===== src/rtl/pq_branch_resolver_pkg.sv =====
// Shared core definitions for the execute-stage branch resolver: funct3 branch codes
// and the BHT PC-index width derivation.
package pq_branch_resolver_pkg;

  typedef enum logic [2:0] {
    F3Beq  = 3'b000,
    F3Bne  = 3'b001,
    F3Blt  = 3'b100,
    F3Bge  = 3'b101,
    F3Bltu = 3'b110,
    F3Bgeu = 3'b111
  } br_funct3_e;

  // The BHT is indexed with two extra low PC bits beyond BHT_IDW.
  localparam int unsigned BpcIdxExtra = 2;

  function automatic int unsigned calc_bpcw(input int unsigned bht_idw);
    return bht_idw + BpcIdxExtra;
  endfunction

endpackage


===== src/rtl/pq_branch_resolver_cmp.sv =====
// Combinational branch condition evaluation (module pq_branch_cmp); flags funct3 codes
// that are not legal conditional branches.
module pq_branch_cmp
  import pq_branch_resolver_pkg::*;
#(
  parameter int unsigned XLEN = 32
) (
  input  logic [2:0]      funct3_i,
  input  logic [XLEN-1:0] rs1_i,
  input  logic [XLEN-1:0] rs2_i,
  output logic            taken_o,
  output logic            legal_o
);

  logic eq, lt_s, lt_u;

  assign eq   = (rs1_i == rs2_i);
  assign lt_s = ($signed(rs1_i) < $signed(rs2_i));
  assign lt_u = (rs1_i < rs2_i);

  always_comb begin
    taken_o = 1'b0;
    legal_o = 1'b1;
    case (funct3_i)
      F3Beq:   taken_o = eq;
      F3Bne:   taken_o = ~eq;
      F3Blt:   taken_o = lt_s;
      F3Bge:   taken_o = ~lt_s;
      F3Bltu:  taken_o = lt_u;
      F3Bgeu:  taken_o = ~lt_u;
      default: legal_o = 1'b0;
    endcase
  end

endmodule


===== src/rtl/pq_branch_resolver.sv =====
// Execute-stage branch resolver: resolves conditional branches, issues registered predictor
// update strobes and mispredict redirects. Define BPRED_PERF_CNT_EN for perf counters.
module pq_branch_resolver
  import pq_branch_resolver_pkg::*;
#(
  parameter int unsigned  XLEN    = 32,
  parameter int unsigned  GHRW    = 8,
  parameter int unsigned  BHT_IDW = 8,
  localparam int unsigned BPCW    = calc_bpcw(BHT_IDW)
) (
  input  logic            clk,
  input  logic            aresetn,
  input  logic            i_valid,
  input  logic            i_stall,
  input  logic            i_ext_flush,
  input  logic            i_is_branch,
  input  logic [2:0]      i_funct3,
  input  logic [XLEN-1:0] i_rs1,
  input  logic [XLEN-1:0] i_rs2,
  input  logic [XLEN-1:0] i_pc,
  input  logic [XLEN-1:0] i_immB,
  input  logic            i_pred_btaken,
  input  logic [GHRW-1:0] i_ghr_snapshot,
  output logic            o_upd_ghr,
  output logic            o_upd_bht,
  output logic [BPCW-1:0] o_upd_idx_pc,
  output logic [GHRW-1:0] o_upd_idx_ghr,
  output logic            o_actual_btaken,
  output logic            o_mispredict,
`ifdef BPRED_PERF_CNT_EN
  output logic [31:0]     o_br_cnt,
  output logic [31:0]     o_mispred_cnt,
`endif
  output logic [XLEN-1:0] o_redirect_pc
);

  localparam logic [XLEN-1:0] PcStep = XLEN'(4);

  logic cmp_taken, cmp_legal, accept;

  logic            upd_q, upd_d;
  logic            mispredict_q, mispredict_d;
  logic            actual_q, actual_d;
  logic [BPCW-1:0] idx_pc_q, idx_pc_d;
  logic [GHRW-1:0] idx_ghr_q, idx_ghr_d;
  logic [XLEN-1:0] redirect_q, redirect_d;

  pq_branch_cmp #(
    .XLEN (XLEN)
  ) u_cmp (
    .funct3_i (i_funct3),
    .rs1_i    (i_rs1),
    .rs2_i    (i_rs2),
    .taken_o  (cmp_taken),
    .legal_o  (cmp_legal)
  );

  // The instruction behind a mispredict is on the wrong path, so it is squashed here.
  assign accept = i_valid & i_is_branch & ~i_stall & ~i_ext_flush & ~mispredict_q & cmp_legal;

  always_comb begin
    upd_d        = accept;
    mispredict_d = accept & (cmp_taken != i_pred_btaken);
    actual_d     = actual_q;
    idx_pc_d     = idx_pc_q;
    idx_ghr_d    = idx_ghr_q;
    redirect_d   = redirect_q;
    if (accept) begin
      actual_d   = cmp_taken;
      idx_pc_d   = i_pc[BPCW-1:0];
      idx_ghr_d  = i_ghr_snapshot;
      redirect_d = cmp_taken ? (i_pc + i_immB) : (i_pc + PcStep);
    end
  end

  always_ff @(posedge clk or negedge aresetn) begin
    if (!aresetn) begin
      upd_q        <= 1'b0;
      mispredict_q <= 1'b0;
      actual_q     <= 1'b0;
      idx_pc_q     <= '0;
      idx_ghr_q    <= '0;
      redirect_q   <= '0;
    end else begin
      upd_q        <= upd_d;
      mispredict_q <= mispredict_d;
      actual_q     <= actual_d;
      idx_pc_q     <= idx_pc_d;
      idx_ghr_q    <= idx_ghr_d;
      redirect_q   <= redirect_d;
    end
  end

  assign o_upd_ghr       = upd_q;
  assign o_upd_bht       = upd_q;
  assign o_mispredict    = mispredict_q;
  assign o_actual_btaken = actual_q;
  assign o_upd_idx_pc    = idx_pc_q;
  assign o_upd_idx_ghr   = idx_ghr_q;
  assign o_redirect_pc   = redirect_q;

`ifdef BPRED_PERF_CNT_EN
  logic [31:0] br_cnt_q, br_cnt_d;
  logic [31:0] mispred_cnt_q, mispred_cnt_d;

  // Counters advance alongside the strobe registers so the new count shows in the strobe cycle.
  always_comb begin
    br_cnt_d      = br_cnt_q;
    mispred_cnt_d = mispred_cnt_q;
    if (upd_d && (br_cnt_q != '1)) begin
      br_cnt_d = br_cnt_q + 32'd1;
    end
    if (mispredict_d && (mispred_cnt_q != '1)) begin
      mispred_cnt_d = mispred_cnt_q + 32'd1;
    end
  end

  always_ff @(posedge clk or negedge aresetn) begin
    if (!aresetn) begin
      br_cnt_q      <= '0;
      mispred_cnt_q <= '0;
    end else begin
      br_cnt_q      <= br_cnt_d;
      mispred_cnt_q <= mispred_cnt_d;
    end
  end

  assign o_br_cnt      = br_cnt_q;
  assign o_mispred_cnt = mispred_cnt_q;
`endif

endmodule


===== config.mk =====
export PLATFORM = sky130hd
export DESIGN_NAME = pq_branch_resolver
export DESIGN_NICKNAME = d
export VERILOG_FILES = /design/src/rtl/pq_branch_resolver_pkg.sv /design/src/rtl/pq_branch_resolver_cmp.sv /design/src/rtl/pq_branch_resolver.sv
export SDC_FILE = /design/constraint.sdc
export NUM_CORES = 1
export LEC_CHECK = 0
export BUFFER_PORTS_ARGS = -buffer_cell sky130_fd_sc_hd__buf_2
export CAP_MARGIN = 20
export CORE_MARGIN = 4
export CORE_UTILIZATION = 55
export DETAILED_ROUTE_END_ITERATION = 8
export PLACE_DENSITY = 0.85
export SLEW_MARGIN = 20
export SYNTH_ARGS = -nofsm -noshare
export SYNTH_HDL_FRONTEND = slang
export SYNTH_SLANG_ARGS = --single-unit

===== constraint.sdc =====
create_clock -name clk -period 3.2 [get_ports clk]
set_clock_uncertainty 0.2 [all_clocks]
set_input_delay 0.32 -clock clk [delete_from_list [all_inputs] [get_ports clk]]
set_output_delay 0.32 -clock clk [all_outputs]
set_load 0.005 [all_outputs]

==> metrics.cfg <==
[run_status]
status=finished, violations left
violations=negative hold slack

[sta]
setup_violations=0
drv_slew=0
holdWs_ps=-1.40
worstMarginPinSlew_ps=652
max_freq_mhz=340
setup_ws_ps=256
post-route-period-util_pct=92.0
slew_headroom_pct=56.5
rsz0062_at_grt=false
min_period_ps=2940
timing_hold_violations_final=1

[layout]
nFillCells=764
final_nets=1089
fin_util_pct=72.6
syn2layout_area_growth_pct=27.7
layout-drive-gt1-share_pct=29.1
diodes=0

[power]
ir_worst_vdd_uv=211
cellLeakagePower_nw=3.46
power_density_nw_per_um2=368
power_mw=2.49

[worst_setup_path]
crit_chain=buf_2 > ha_1 > inv_1 > fa_1 > nand2b_1 > a21oi_1 > o2111ai_1 > a211oi_1 > buf_4 > o211ai_1 > a21boi_0 > o21ai_0 > o311a_1 > a221o_1
critPathLaunchType=primary input
worstSetupPathType=primary input to flip-flop
crit_cells=14
critPathCaptureType=flip-flop
critPathSlowestCell=fa_1
reg2reg_slack_ps=1390
cp-startpoint=i_pc[0]
cp_top_family=compound AO/OA/AOI/OAI gates
rr_worst_depth=5
required_ps=3190
r2r_start=o_mispredict
crit_path_max_fanout=3
slowest_delay_ps=380
crit_path_end=o_redirect_pc[28]
rr_endpoint=o_redirect_pc[12]
crit_buf_inv=3
worstPathArrival_ps=2940

[global_route]
overflow=0
grt_pass1_vias=5796
grt_pass1_wl_um=27800
grt_usage_pct=30.0
antenna_found_initial=0
grt_max_degree=54

[floorplanning]
chipWidth_um=106
dieHeight_um=106
ioPinCount=200
start_util_pct=56.8
core_area_um2=9330
rows=35
dieArea_um2=11300

[clocking]
cts_tree=built
clock-root-buffer=clkbuf_8
cts_resized=0
htreeDepth=2
postCtsSetupBuffers=0
clk_pin_slew_ps=110
cts_made_buffers=5
clock_latency_ps=300
clkSinkCount=53
clk_path_buf_depth=2

[synth]
ys_seq_elements=53
synth.distinct_cells=55
avgSynthCellArea_um2=8.03
synth.largest_area_cell=dfrtp_1
yosysMostFrequentCell=nand2_1
syn_area_um2=5300
synth.area.top_cells=dfrtp_1, ha_1, nand2_1
yosysWarnings=0
synth_commonest_cells=nand2_1, ha_1, dfrtp_1
netlist.area_leader.share_pct=25.0
synth_top_flop_cell=dfrtp_1
synthArstFlopShare_pct=100
synth_fp_nets=871
synthCells=660
ys_seq_area_share_pct=25.0
synth_edf_count=0

[placed_design]
place_ws_ps=-53.8
portBuffers=199
dp_hpwl_um=14000
gp_congestion=0.954

[hold_path]
min_path_type=primary input to flip-flop

[detailed_routing]
drcViolationCount=0
wl_per_cell_um=17.1
first_iter_violations=458
firstDrtPassIters=5
totalWireLength_um=17300
ant_nets=0
viasPerCell=5.91
vias=5955

[run]
cap_violations=0

[cells in the final DEF, fill, tap and decap left out, drive strengths merged, types with 28 or more instances in the layout]
cell and n:
a21oi 41, buf 234, dfrtp 53, ha 64, inv 46, nand2 117
nand4 29, nor2 28, o21ai 31, xnor2 31
[metal layers]
layer	track usage, %	wire length, um	vias to the layer above
li1	-	-	2842
met1	37.7	6890	2773
met2	53.1	8540	310
met3	4.55	1450	30
met4	8.88	378	0
met5	0	0	-
[where the power goes]
| group | switching [mW] | leakage [nW] | internal, mW |
|---|---|---|---|
| registers | 0.105 | 0.672 | 0.841 |
| clock network | 0.257 | 0.0423 | 0.160 |
| logic | 0.604 | 2.75 | 0.526 |
| total | 0.966 | 3.46 | 1.53 |
[sequential cells by signal, indices dropped and copies added (netlist names)]
register and cells:
o_upd_idx_ghr 8, o_upd_bht 1, o_actual_btaken 1, o_mispredict 1, o_upd_idx_pc 10, o_redirect_pc 32
[metrics by stage]
step	instances	TNS, ps	area [um2]
final	1008	0	6770
after global placement	995	0	6630
after floorplan	660	0	5300
after detailed placement	995	-60.1	6630
after CTS	1008	0	6770
after global routing	1008	0	6770
[repair_timing]
action | in CTS | in global routing
hold buffers | 5 | 0
endpoints found under the setup margin | 0 | 0
endpoints found under the hold margin | 32 | 0
[final cells by class]
cell class	instances	area (um2)	share of cell area, %
multi-input combinational	534	3690	54.4
clock inverter	3	26.3	0.388
timing repair buffer	239	1330	19.7
clock buffer	5	68.8	1.02
tap	129	161	2.38
inverter	45	169	2.49
sequential	53	1330	19.6
[cells by family after synthesis]
kind of cell	synth area share (%)
AOI/OAI and AO/OA	23.9
xor gates and xnor gates	8.76
adders and majority gates	15.5
buffers and inverters	5.45
DFF	25.0
muxes	0.260
and+or+nand+nor	21.2
[tightest hold or removal path, delay by kind of cell]
kind / cells / cell delay [ps]
buffers and inverters: 1 / 80
AND/OR/NAND/NOR: 2 / 90
[worst min-delay path by stage]
| stage | startpoint | endpoint | slack, ps | cells past startpoint |
|---|---|---|---|---|
| after global placement | aresetn | o_upd_idx_ghr[5] | 160 | 1 |
| after detailed placement | aresetn | o_redirect_pc[0] | 170 | 1 |
| after global routing | i_ghr_snapshot[5] | o_upd_idx_ghr[5] | 2 | 3 |
| after CTS | i_ghr_snapshot[5] | o_upd_idx_ghr[5] | 0.2 | 3 |
| after floorplan | aresetn | o_actual_btaken | -180 | 0 |
| final | i_ghr_snapshot[5] | o_upd_idx_ghr[5] | -1 | 3 |
Note: power is estimated with default switching activity, not from simulation.
